### config.mk
export PLATFORM = sky130hd
export DESIGN_NAME = seg7_scan_capture
export DESIGN_NICKNAME = d
export VERILOG_FILES = /design/src/rtl/seg7_pkg.sv /design/src/rtl/seg7_glyph_decode.sv /design/src/rtl/seg7_scan_capture.sv
export SDC_FILE = /design/constraint.sdc
export NUM_CORES = 1
export LEC_CHECK = 0
export ABC_CLOCK_PERIOD_IN_PS = 6200
export CAP_MARGIN = 25
export CORE_MARGIN = 1
export CORE_UTILIZATION = 50
export CTS_BUF_LIST = sky130_fd_sc_hd__clkbuf_16
export DETAILED_ROUTE_END_ITERATION = 10
export PLACE_DENSITY = 0.74
export SETUP_SLACK_MARGIN = 0.02
export SYNTH_ARGS = -nofsm -noshare
export SYNTH_HDL_FRONTEND = slang
export SYNTH_HIERARCHICAL = 1
export SYNTH_SLANG_ARGS = --single-unit
### constraint.sdc
create_clock -name clk -period 6.2 [get_ports clk]
set_clock_uncertainty 0.15 [all_clocks]
set_input_delay 1.86 -clock clk [delete_from_list [all_inputs] [get_ports clk]]
set_output_delay 1.86 -clock clk [all_outputs]
set_load 0.02 [all_outputs]
### src/rtl/seg7_pkg.sv
// Shared 7-segment definitions: glyph table, blank pattern and scan FSM states.
// Used by both the hex-to-segment encoder and the display bus reader.
package seg7_pkg;

  // Segment lines are active-low (0 lights a segment), bit order {g,f,e,d,c,b,a}.
  localparam logic [6:0] SEG_0     = 7'b1000000;
  localparam logic [6:0] SEG_1     = 7'b1111001;
  localparam logic [6:0] SEG_2     = 7'b0100100;
  localparam logic [6:0] SEG_3     = 7'b0110000;
  localparam logic [6:0] SEG_4     = 7'b0011001;
  localparam logic [6:0] SEG_5     = 7'b0010010;
  localparam logic [6:0] SEG_6     = 7'b0000010;
  localparam logic [6:0] SEG_7     = 7'b1111000;
  localparam logic [6:0] SEG_8     = 7'b0000000;
  localparam logic [6:0] SEG_9     = 7'b0010000;
  localparam logic [6:0] SEG_A     = 7'b0001000;
  localparam logic [6:0] SEG_B     = 7'b0000011;
  localparam logic [6:0] SEG_C     = 7'b1000110;
  localparam logic [6:0] SEG_D     = 7'b0100001;
  localparam logic [6:0] SEG_E     = 7'b0000110;
  localparam logic [6:0] SEG_F     = 7'b0001110;
  localparam logic [6:0] SEG_BLANK = 7'h7F;

  typedef enum logic [1:0] {ST_IDLE, ST_SETTLE, ST_HELD} scan_state_e;

  function automatic logic [6:0] hex_to_seg(input logic [3:0] nib);
    case (nib)
      4'h0:    return SEG_0;
      4'h1:    return SEG_1;
      4'h2:    return SEG_2;
      4'h3:    return SEG_3;
      4'h4:    return SEG_4;
      4'h5:    return SEG_5;
      4'h6:    return SEG_6;
      4'h7:    return SEG_7;
      4'h8:    return SEG_8;
      4'h9:    return SEG_9;
      4'hA:    return SEG_A;
      4'hB:    return SEG_B;
      4'hC:    return SEG_C;
      4'hD:    return SEG_D;
      4'hE:    return SEG_E;
      default: return SEG_F;
    endcase
  endfunction

endpackage

### src/rtl/seg7_glyph_decode.sv
// Combinational inverse of the glyph table: segment pattern -> hex nibble,
// plus flags for a recognised glyph and for an all-dark (blank) digit.
module seg7_glyph_decode
  import seg7_pkg::*;
(
  input  logic [6:0] i_seg,
  output logic [3:0] o_nib,
  output logic       o_is_glyph,
  output logic       o_is_blank
);

  // NOTE: every output of an always_comb gets a default first, so no path
  // through the block leaves it unassigned and no latch is inferred.
  always_comb begin
    o_nib      = '0;
    o_is_glyph = 1'b0;
    for (int i = 0; i < 16; i++) begin
      if (i_seg == hex_to_seg(4'(i))) begin
        o_nib      = 4'(i);
        o_is_glyph = 1'b1;
      end
    end
  end

  assign o_is_blank = (i_seg == SEG_BLANK);

endmodule

### src/rtl/seg7_scan_capture.sv
// Monitors a multiplexed 7-segment scan bus and rebuilds the nibble shown on
// each digit once its pattern has dwelt for STABLE_CYC consecutive samples.
module seg7_scan_capture
  import seg7_pkg::*;
#(
  parameter  int DIGITS     = 6,
  parameter  int STABLE_CYC = 4,
  localparam int CNT_W      = $clog2(STABLE_CYC + 1),
  localparam int IDX_W      = (DIGITS > 1) ? $clog2(DIGITS) : 1
) (
  input  logic                  clk,
  input  logic                  rst_n,
  input  logic [6:0]            seg,
  input  logic [DIGITS-1:0]     sel,
  output logic [4*DIGITS-1:0]   digit_data,
  output logic [DIGITS-1:0]     digit_vld,
  output logic                  cap_pulse,
  output logic [IDX_W-1:0]      cap_idx,
  output logic                  bad_pat,
  output logic                  bad_sel,
  output logic                  frame_done
);

  localparam logic [DIGITS-1:0] SEL_NONE = '1;
  localparam logic [CNT_W-1:0]  CNT_MAX  = CNT_W'(STABLE_CYC);

  logic [6:0]        r_seg;
  logic [DIGITS-1:0] r_sel;
  logic [CNT_W-1:0]  r_cnt;
  logic [CNT_W-1:0]  w_cnt_nxt;
  scan_state_e       r_state;
  scan_state_e       w_state_nxt;
  logic [DIGITS-1:0] r_frame_mask;
  logic [3:0]        w_nib;
  logic              w_is_glyph;
  logic              w_is_blank;
  logic              w_enter_held;
  logic              w_sel_onehot;
  logic [IDX_W-1:0]  w_idx;

  seg7_glyph_decode u_decode (
    .i_seg      (r_seg),
    .o_nib      (w_nib),
    .o_is_glyph (w_is_glyph),
    .o_is_blank (w_is_blank)
  );

  // The counter tracks how long the value about to sit in r_seg/r_sel has been seen.
  always_comb begin
    w_cnt_nxt = r_cnt;
    if (sel == SEL_NONE) begin
      w_cnt_nxt = '0;
    end else if ({seg, sel} != {r_seg, r_sel}) begin
      w_cnt_nxt = CNT_W'(1);
    end else if (r_cnt != CNT_MAX) begin
      w_cnt_nxt = r_cnt + 1'b1;
    end
  end

  always_comb begin
    w_state_nxt = ST_SETTLE;
    if (r_sel == SEL_NONE) begin
      w_state_nxt = ST_IDLE;
    end else if (r_cnt == CNT_MAX) begin
      w_state_nxt = ST_HELD;
    end
  end

  assign w_enter_held = (w_state_nxt == ST_HELD) && (r_state != ST_HELD);
  assign w_sel_onehot = ($countones(~r_sel) == 1);

  always_comb begin
    w_idx = '0;
    for (int i = 0; i < DIGITS; i++) begin
      if (!r_sel[i]) w_idx = IDX_W'(i);
    end
  end

  // NOTE: sequential state uses non-blocking assignments only, so every
  // register samples the pre-edge value of every other register.
  always_ff @(posedge clk or negedge rst_n) begin
    if (!rst_n) begin
      r_seg        <= SEG_BLANK;
      r_sel        <= SEL_NONE;
      r_cnt        <= '0;
      r_state      <= ST_IDLE;
      r_frame_mask <= '0;
      // NOTE: the digit store is a handful of flops, not a RAM, so it is
      // cleared by reset along with everything else.
      digit_data   <= '0;
      digit_vld    <= '0;
      cap_pulse    <= 1'b0;
      cap_idx      <= '0;
      bad_pat      <= 1'b0;
      bad_sel      <= 1'b0;
      frame_done   <= 1'b0;
    end else begin
      r_seg      <= seg;
      r_sel      <= sel;
      r_cnt      <= w_cnt_nxt;
      r_state    <= w_state_nxt;
      cap_pulse  <= 1'b0;
      bad_pat    <= 1'b0;
      bad_sel    <= 1'b0;
      frame_done <= 1'b0;
      if (w_enter_held) begin
        if (!w_sel_onehot) begin
          bad_sel <= 1'b1;
        end else if (w_is_glyph || w_is_blank) begin
          cap_pulse <= 1'b1;
          cap_idx   <= w_idx;
          if (w_is_glyph) begin
            digit_data[4*w_idx +: 4] <= w_nib;
            digit_vld[w_idx]         <= 1'b1;
          end else begin
            digit_vld[w_idx] <= 1'b0;
          end
          // Completing the mask closes the frame and starts the next one empty.
          if ((r_frame_mask | ~r_sel) == '1) begin
            frame_done   <= 1'b1;
            r_frame_mask <= '0;
          end else begin
            r_frame_mask <= r_frame_mask | ~r_sel;
          end
        end else begin
          bad_pat <= 1'b1;
        end
      end
    end
  end

endmodule

* Yosys cells after proc, flatten, opt, wreduce, memory -nomap -nowiden
Cells that the tools add are included.
** Storage, ports and cells
- Output and inout bits :: 37
- Flip-flop bits (word level) :: 61
** Operators by class
- Reductions and logical operators :: 7
- Mux-type cells :: 58
- Order comparisons :: 2
- Shifts and indexed selects :: 2
- Bitwise gates (word level) :: 5
- Equality and inequality tests :: 25
- Add/sub/neg operators :: 7
** Operator list (number)
- $eq 7x7->1 const B :: 5
- $neg 5->34 :: 1
- $shift 4x34->24 const A :: 1
- $shiftx 4x34->24 :: 1
- $mux 3 :: 11
- $mux 4 :: 8
- $mux 1 :: 31
- $bwmux 24 :: 1
- $eq 7x5->1 const B :: 3
- $eq 7x6->1 const B :: 3
- $eq 6x6->1 const B :: 3
- $eq 7x2->1 const B :: 2
- $eq 7x4->1 const B :: 2
- $ne 13x13->1 :: 1
- $mux 6 :: 2
- $not 6->6 :: 2
- $or 6x6->6 :: 2
- $mux 2 :: 4
- $eq 7x3->1 const B :: 1
- $logic_not 7->1 :: 1
- $add 1x1->2 :: 3
- $and 6x6->6 :: 1
- $add 3x2->4 :: 1
- $eq 4x1->1 const B :: 1
- 14 further kinds :: 15

* Depth between registers and ports, before layout
- Depth after elaboration :: 21
- Depth in mapped cells :: 12
- Depth with buffers taken out :: 10

* Cells and area by module
Netlist, hierarchy kept.
** Modules (own cells, without submodules)
- seg7_scan_capture :: cells each 240, times used 1, area each 2904.0 µm²
- seg7_glyph_decode :: cells each 52, times used 1, area each 336.6 µm²

* Worst setup path before layout
OpenSTA, ideal clock, no wires.
- Path type :: reg2reg
- From :: reg r_sel[0]
- To :: reg digit_data[0]
- Data arrival time :: 3.212 ns
- Buffers on the path :: 2
- Stages on the path, launching flop included :: 13
- Required time :: 5.922 ns
- Slack :: 2.711 ns
- Cells stage by stage :: dfstp_2 > fa_1 > inv_1 > fa_1 > ha_1 > inv_1 > fa_1 > and3_1 > clkbuf_1 > and4_1 > buf_6 > nand4b_1 > mux2_1
** On the way
- Longest elaborated chain between the ends :: 6
- Elaborated cells on any way between the ends :: 10
- Classes of those cells :: add/sub (3); eq/ne (3); mux (1); bitwise (1); reduce/logical (2)
** RTL lines
- start, declared :: RTL line seg7_scan_capture.sv:28 : logic [DIGITS-1:0] r_sel;
- start signal, assigned :: RTL line seg7_scan_capture.sv:99 : r_sel <= sel;
- $not 6->6 :: RTL line seg7_scan_capture.sv:70 : assign w_sel_onehot = ($countones(~r_sel) == 1);
- $add 1x1->2 (not written as such) :: RTL line seg7_scan_capture.sv:70
- $add 2x2->3 (not written as such) :: RTL line seg7_scan_capture.sv:70
- $add 3x2->4 (not written as such) :: RTL line seg7_scan_capture.sv:70
- $eq 4x1->1 :: RTL line seg7_scan_capture.sv:70
- $reduce_and 4->1 (no line) (*)
- end signal, assigned by index :: RTL line seg7_scan_capture.sv:113 : digit_data[4*w_idx +: 4] <= w_nib;
- end, declared :: RTL line seg7_scan_capture.sv:15 : output logic [4*DIGITS-1:0] digit_data,
Mark *: on every way between the ends. The rest lies on a longest branch, timed or not.
A chain may end at the register's enable or synchronous reset.

* Worst setup path after layout
- From :: reg r_sel[1]
- To :: reg digit_data[3]
** On the way
- Longest elaborated chain between the ends :: 8
- Elaborated cells on any way between the ends :: 19
- Classes of those cells :: add/sub (4); eq/ne (3); shift (2); mux (7); bitwise (1); reduce/logical (2)
** RTL lines
- $mux 1 :: RTL line seg7_scan_capture.sv:75 : if (!r_sel[i]) w_idx = IDX_W'(i);
- $mux 3 (4 in a row) :: RTL line seg7_scan_capture.sv:75
- $neg 5->34 :: RTL line seg7_scan_capture.sv:113
- $shiftx 4x34->24 / $shift 4x34->24 (equally long branches) :: RTL line seg7_scan_capture.sv:113
- $bwmux 24 :: RTL line seg7_scan_capture.sv:113
Parallel ways exist; a longest one is shown, timed or not.

==> results.json <==
{
  "synth_top_family_by_area": "simple AND/OR/NAND/NOR gates",
  "grt_usage_pct": 23.5,
  "critPathArrivalTime_ns": 4.07,
  "grt_max_degree": 62,
  "synth.most_common_cell": "dfrtp_1",
  "path_cells": "fa_1, inv_1, fa_1, ha_1, inv_1, fa_1, and3_1, and4_1, nand4b_1, mux2_1",
  "grt_pass1_vias": 2288,
  "grtUsageMet3_pct": 6.92,
  "synth_compound_area_share_pct": 11.2,
  "slew_headroom_pct": 50.3,
  "yosysTopAreaCell": "dfrtp_1",
  "critical_path_class": "register to register",
  "die_h_um": 82.5,
  "synthFlopType": "dfrtp_1",
  "required_ns": 6.25,
  "routedWlPerCell_um": 16.6,
  "tightest_slew_ns": 0.746,
  "synth_common_cells": "dfrtp_1 (48), inv_1 (19), nor2_1 (17)",
  "cts.repair.resized": 0,
  "status": "finished, final reports clean",
  "crit_slowest_cell": "fa_1",
  "fp.dieW_um": 82.5,
  "power_frac_comb_pct": 8.0,
  "utilization_pct": 66.0,
  "powerDensity_nw_per_um2": 241,
  "post_cts_buffers": 0,
  "fp-row-count": 28,
  "detail-route-antenna-nets": 0,
  "dpl.hpwl_mm": 5.07,
  "power.leakage_uw": 0.00179,
  "synth-seq-cells": 61,
  "antenna_found_initial": 0,
  "critPathLaunchType": "register",
  "route.detailed.drc": 0,
  "fp.coreArea_um2": 6100,
  "viasPerCell": 5.73,
  "die_area_um2": 6810,
  "clockPowerShare_pct": 48.5,
  "synthMuxAreaShare_pct": 10.7,
  "postSynthAreaPerCell_um2": 11.1,
  "synth_edf_count": 0,
  "vias": 2407,
  "yosys_warnings": 6,
  "fin_nets": 364,
  "routabilityCongestion": 0.895,
  "synthCells": 292,
  "worstPathBufferInverterCount": 2,
  "crit_path_max_incr_delay_ns": 0.51,
  "p_seq_share_pct": 43.5,
  "path_max_fanout": 15,
  "ys_seq_area_share_pct": 47.6,
  "place_ws_ns": 2.14,
  "fmax_ghz": 0.249,
  "clk_path_buf_depth": 2,
  "fin_ws_ns": 2.18,
  "cts_root_buf": "clkbuf_16",
  "final_cell_area_um2": 4030,
  "synth_nets": 316,
  "num_antenna_cells": 0,
  "finalCritPeriodShare_pct": 64.8,
  "synth_adder_area_share_pct": 4.17,
  "hold_buffers": 0,
  "initial_utilization_pct": 53.2,
  "netlist_top_cells_area": "dfrtp_1 (37%), dfstp_2 (11%), xor2_1 (3.8%)",
  "switchingPower_uw": 228,
  "period_minus_slack_ns": 4.02,
  "drt_pass1_iterations": 4,
  "finalSetupTns_ns": 0,
  "cp_top_family": "adder cells",
  "hold_viol": 0,
  "end_kind": "register",
  "setup_viol": 0,
  "cts_tree": "yes",
  "grt_pass1_wl_mm": 11.4,
  "slew_violations": 0,
  "io_buffers": 51,
  "placed_area_um2": 3740,
  "syn2layout_area_growth_pct": 24.2,
  "path_clk_slew_ns": 0.05,
  "synth.top_cell.area_share_pct": 37.1,
  "drive_gt1_share_pct": 17.1,
  "drv_cap": 0,
  "netlist_area_um2": 3240,
  "finalWirelength_mm": 6.96,
  "cts_sinks": 61,
  "p_int_uw": 741,
  "ys_types": 62,
  "use_met2_pct": 36.0,
  "worst_ir_drop_vdd_v": 0.000192,
  "rsz0062_at_grt": "false",
  "netSwitchingFraction_pct": 23.5,
  "crit_top_cell": "fa_1",
  "pin_count": 52,
  "gr-total-overflow": 0,
  "drt_iter0_markers": 144,
  "synth-simple-area-share_pct": 16.3,
  "hp-class": "register to register",
  "met1_usage_pct": 31.4,
  "synth-xor-area-share_pct": 4.05,
  "clk_latency_ns": 0.33,
  "busiest_layer": "met2",
  "cts_max_level": 3,
  "cts_made_buffers": 9,
  "async_flop_share_pct": 100
}
[per-stage QoR]
step | power, uW | cells | hold slack [ns]
after CTS | 976 | 420 | 0.341
after global routing | 1010 | 420 | 0.366
after detailed placement | 506 | 404 | 0.330
after global placement | 504 | 404 | 0.308
after floorplan | 476 | 292 | 0.342
final | 969 | 420 | 0.338
[cell usage in the layout, fill, tap and decap left out, types with 3 or more instances in the layout]
cell type / Yosys / routed
dfrtp_1: 48 / 48
mux2_2: 8 / 8
a21oi_1: 15 / 15
clkdlybuf4s50_1: 0 / 50
a41oi_1: 4 / 4
dfstp_2: 13 / 13
o22ai_1: 4 / 4
and2_1: 3 / 3
nand2_1: 13 / 13
mux2i_1: 8 / 8
xor2_1: 14 / 14
clkinv_2: 0 / 4
inv_1: 19 / 20
ha_1: 6 / 6
nor2_1: 17 / 17
o21ai_0: 3 / 3
nor2b_1: 3 / 3
mux2_1: 9 / 9
or3_1: 4 / 4
fa_1: 3 / 3
nand4_1: 9 / 9
nor3_1: 8 / 8
a31oi_1: 8 / 8
clkbuf_16: 0 / 9
nand3_1: 6 / 6
mux2_4: 5 / 5
[power by group through the flow]
| stage | sequential, uW | clock [uW] | combinational (uW) |
|---|---|---|---|
| after global placement | 427 | 0 | 77.4 |
| after CTS | 421 | 477 | 78.2 |
| final | 422 | 470 | 77.7 |
| after detailed placement | 427 | 0 | 78.2 |
| after floorplan | 418 | 0 | 57.8 |
| after global routing | 423 | 497 | 87.7 |
[worst reg2reg max path: stages, from the launching register on]
cell and delay [ns]:
dfstp_2 0.43, fa_1 0.51, inv_1 0.05, fa_1 0.48, ha_1 0.13, inv_1 0.04, fa_1 0.46, and3_1 0.46
and4_1 0.50, nand4b_1 0.29, mux2_1 0.39
[metal layers]
layer  part of all wire, %  routed length (um)  up-vias
li1                      -                   -     1153
met1                    46                3170     1155
met2                    47                3270       88
met3                   5.9                 408       11
met4                   1.6                 112        0
met5                     0                   0        -
[flip-flops by register name, indices dropped and copies added (netlist names), named ones only]
| name | count |
|---|---|
| digit_data | 24 |
| r_sel | 6 |
| frame_done | 1 |
| cap_pulse | 1 |
| cap_idx | 3 |
| bad_sel | 1 |
| r_frame_mask | 6 |
| r_state | 2 |
| r_seg | 7 |
| r_cnt | 3 |
| bad_pat | 1 |
[worst paths after layout]
kind	from	endpoint	slack (ns)	cells past startpoint
max reg2reg	r_sel[1]	digit_data[3]	2.18	10
min reg2reg	register	register	0.34	1
min	register	register	0.34	1
max in group asynchronous	rst_n	r_cnt[0]	3.87	2
max	r_sel[1]	digit_data[3]	2.18	10
min in group asynchronous	rst_n	cap_pulse	1.53	2
[cell families (layout without fill, tap and decap cells)]
group                    Yosys count  in the layout
flip-flops                        61             61
AO/OA/AOI/OAI                     51             51
XOR/XNOR                          15             15
buffers and inverters             38             91
AND/OR/NAND/NOR                   88             88
multiplexers                      30             30
adder cells (fa/ha/maj)            9              9
[cell type report]
cell class / instances / area, um2
clock buffers: 9 / 225
repair buffers: 53 / 520
clock inverters: 7 / 57.6
flip-flops and latches: 61 / 1540
inverters: 22 / 82.6
multi-input cells: 193 / 1500
fillers: 494 / 2070
well taps: 75 / 93.8
(Power assumes the default switching activity.)
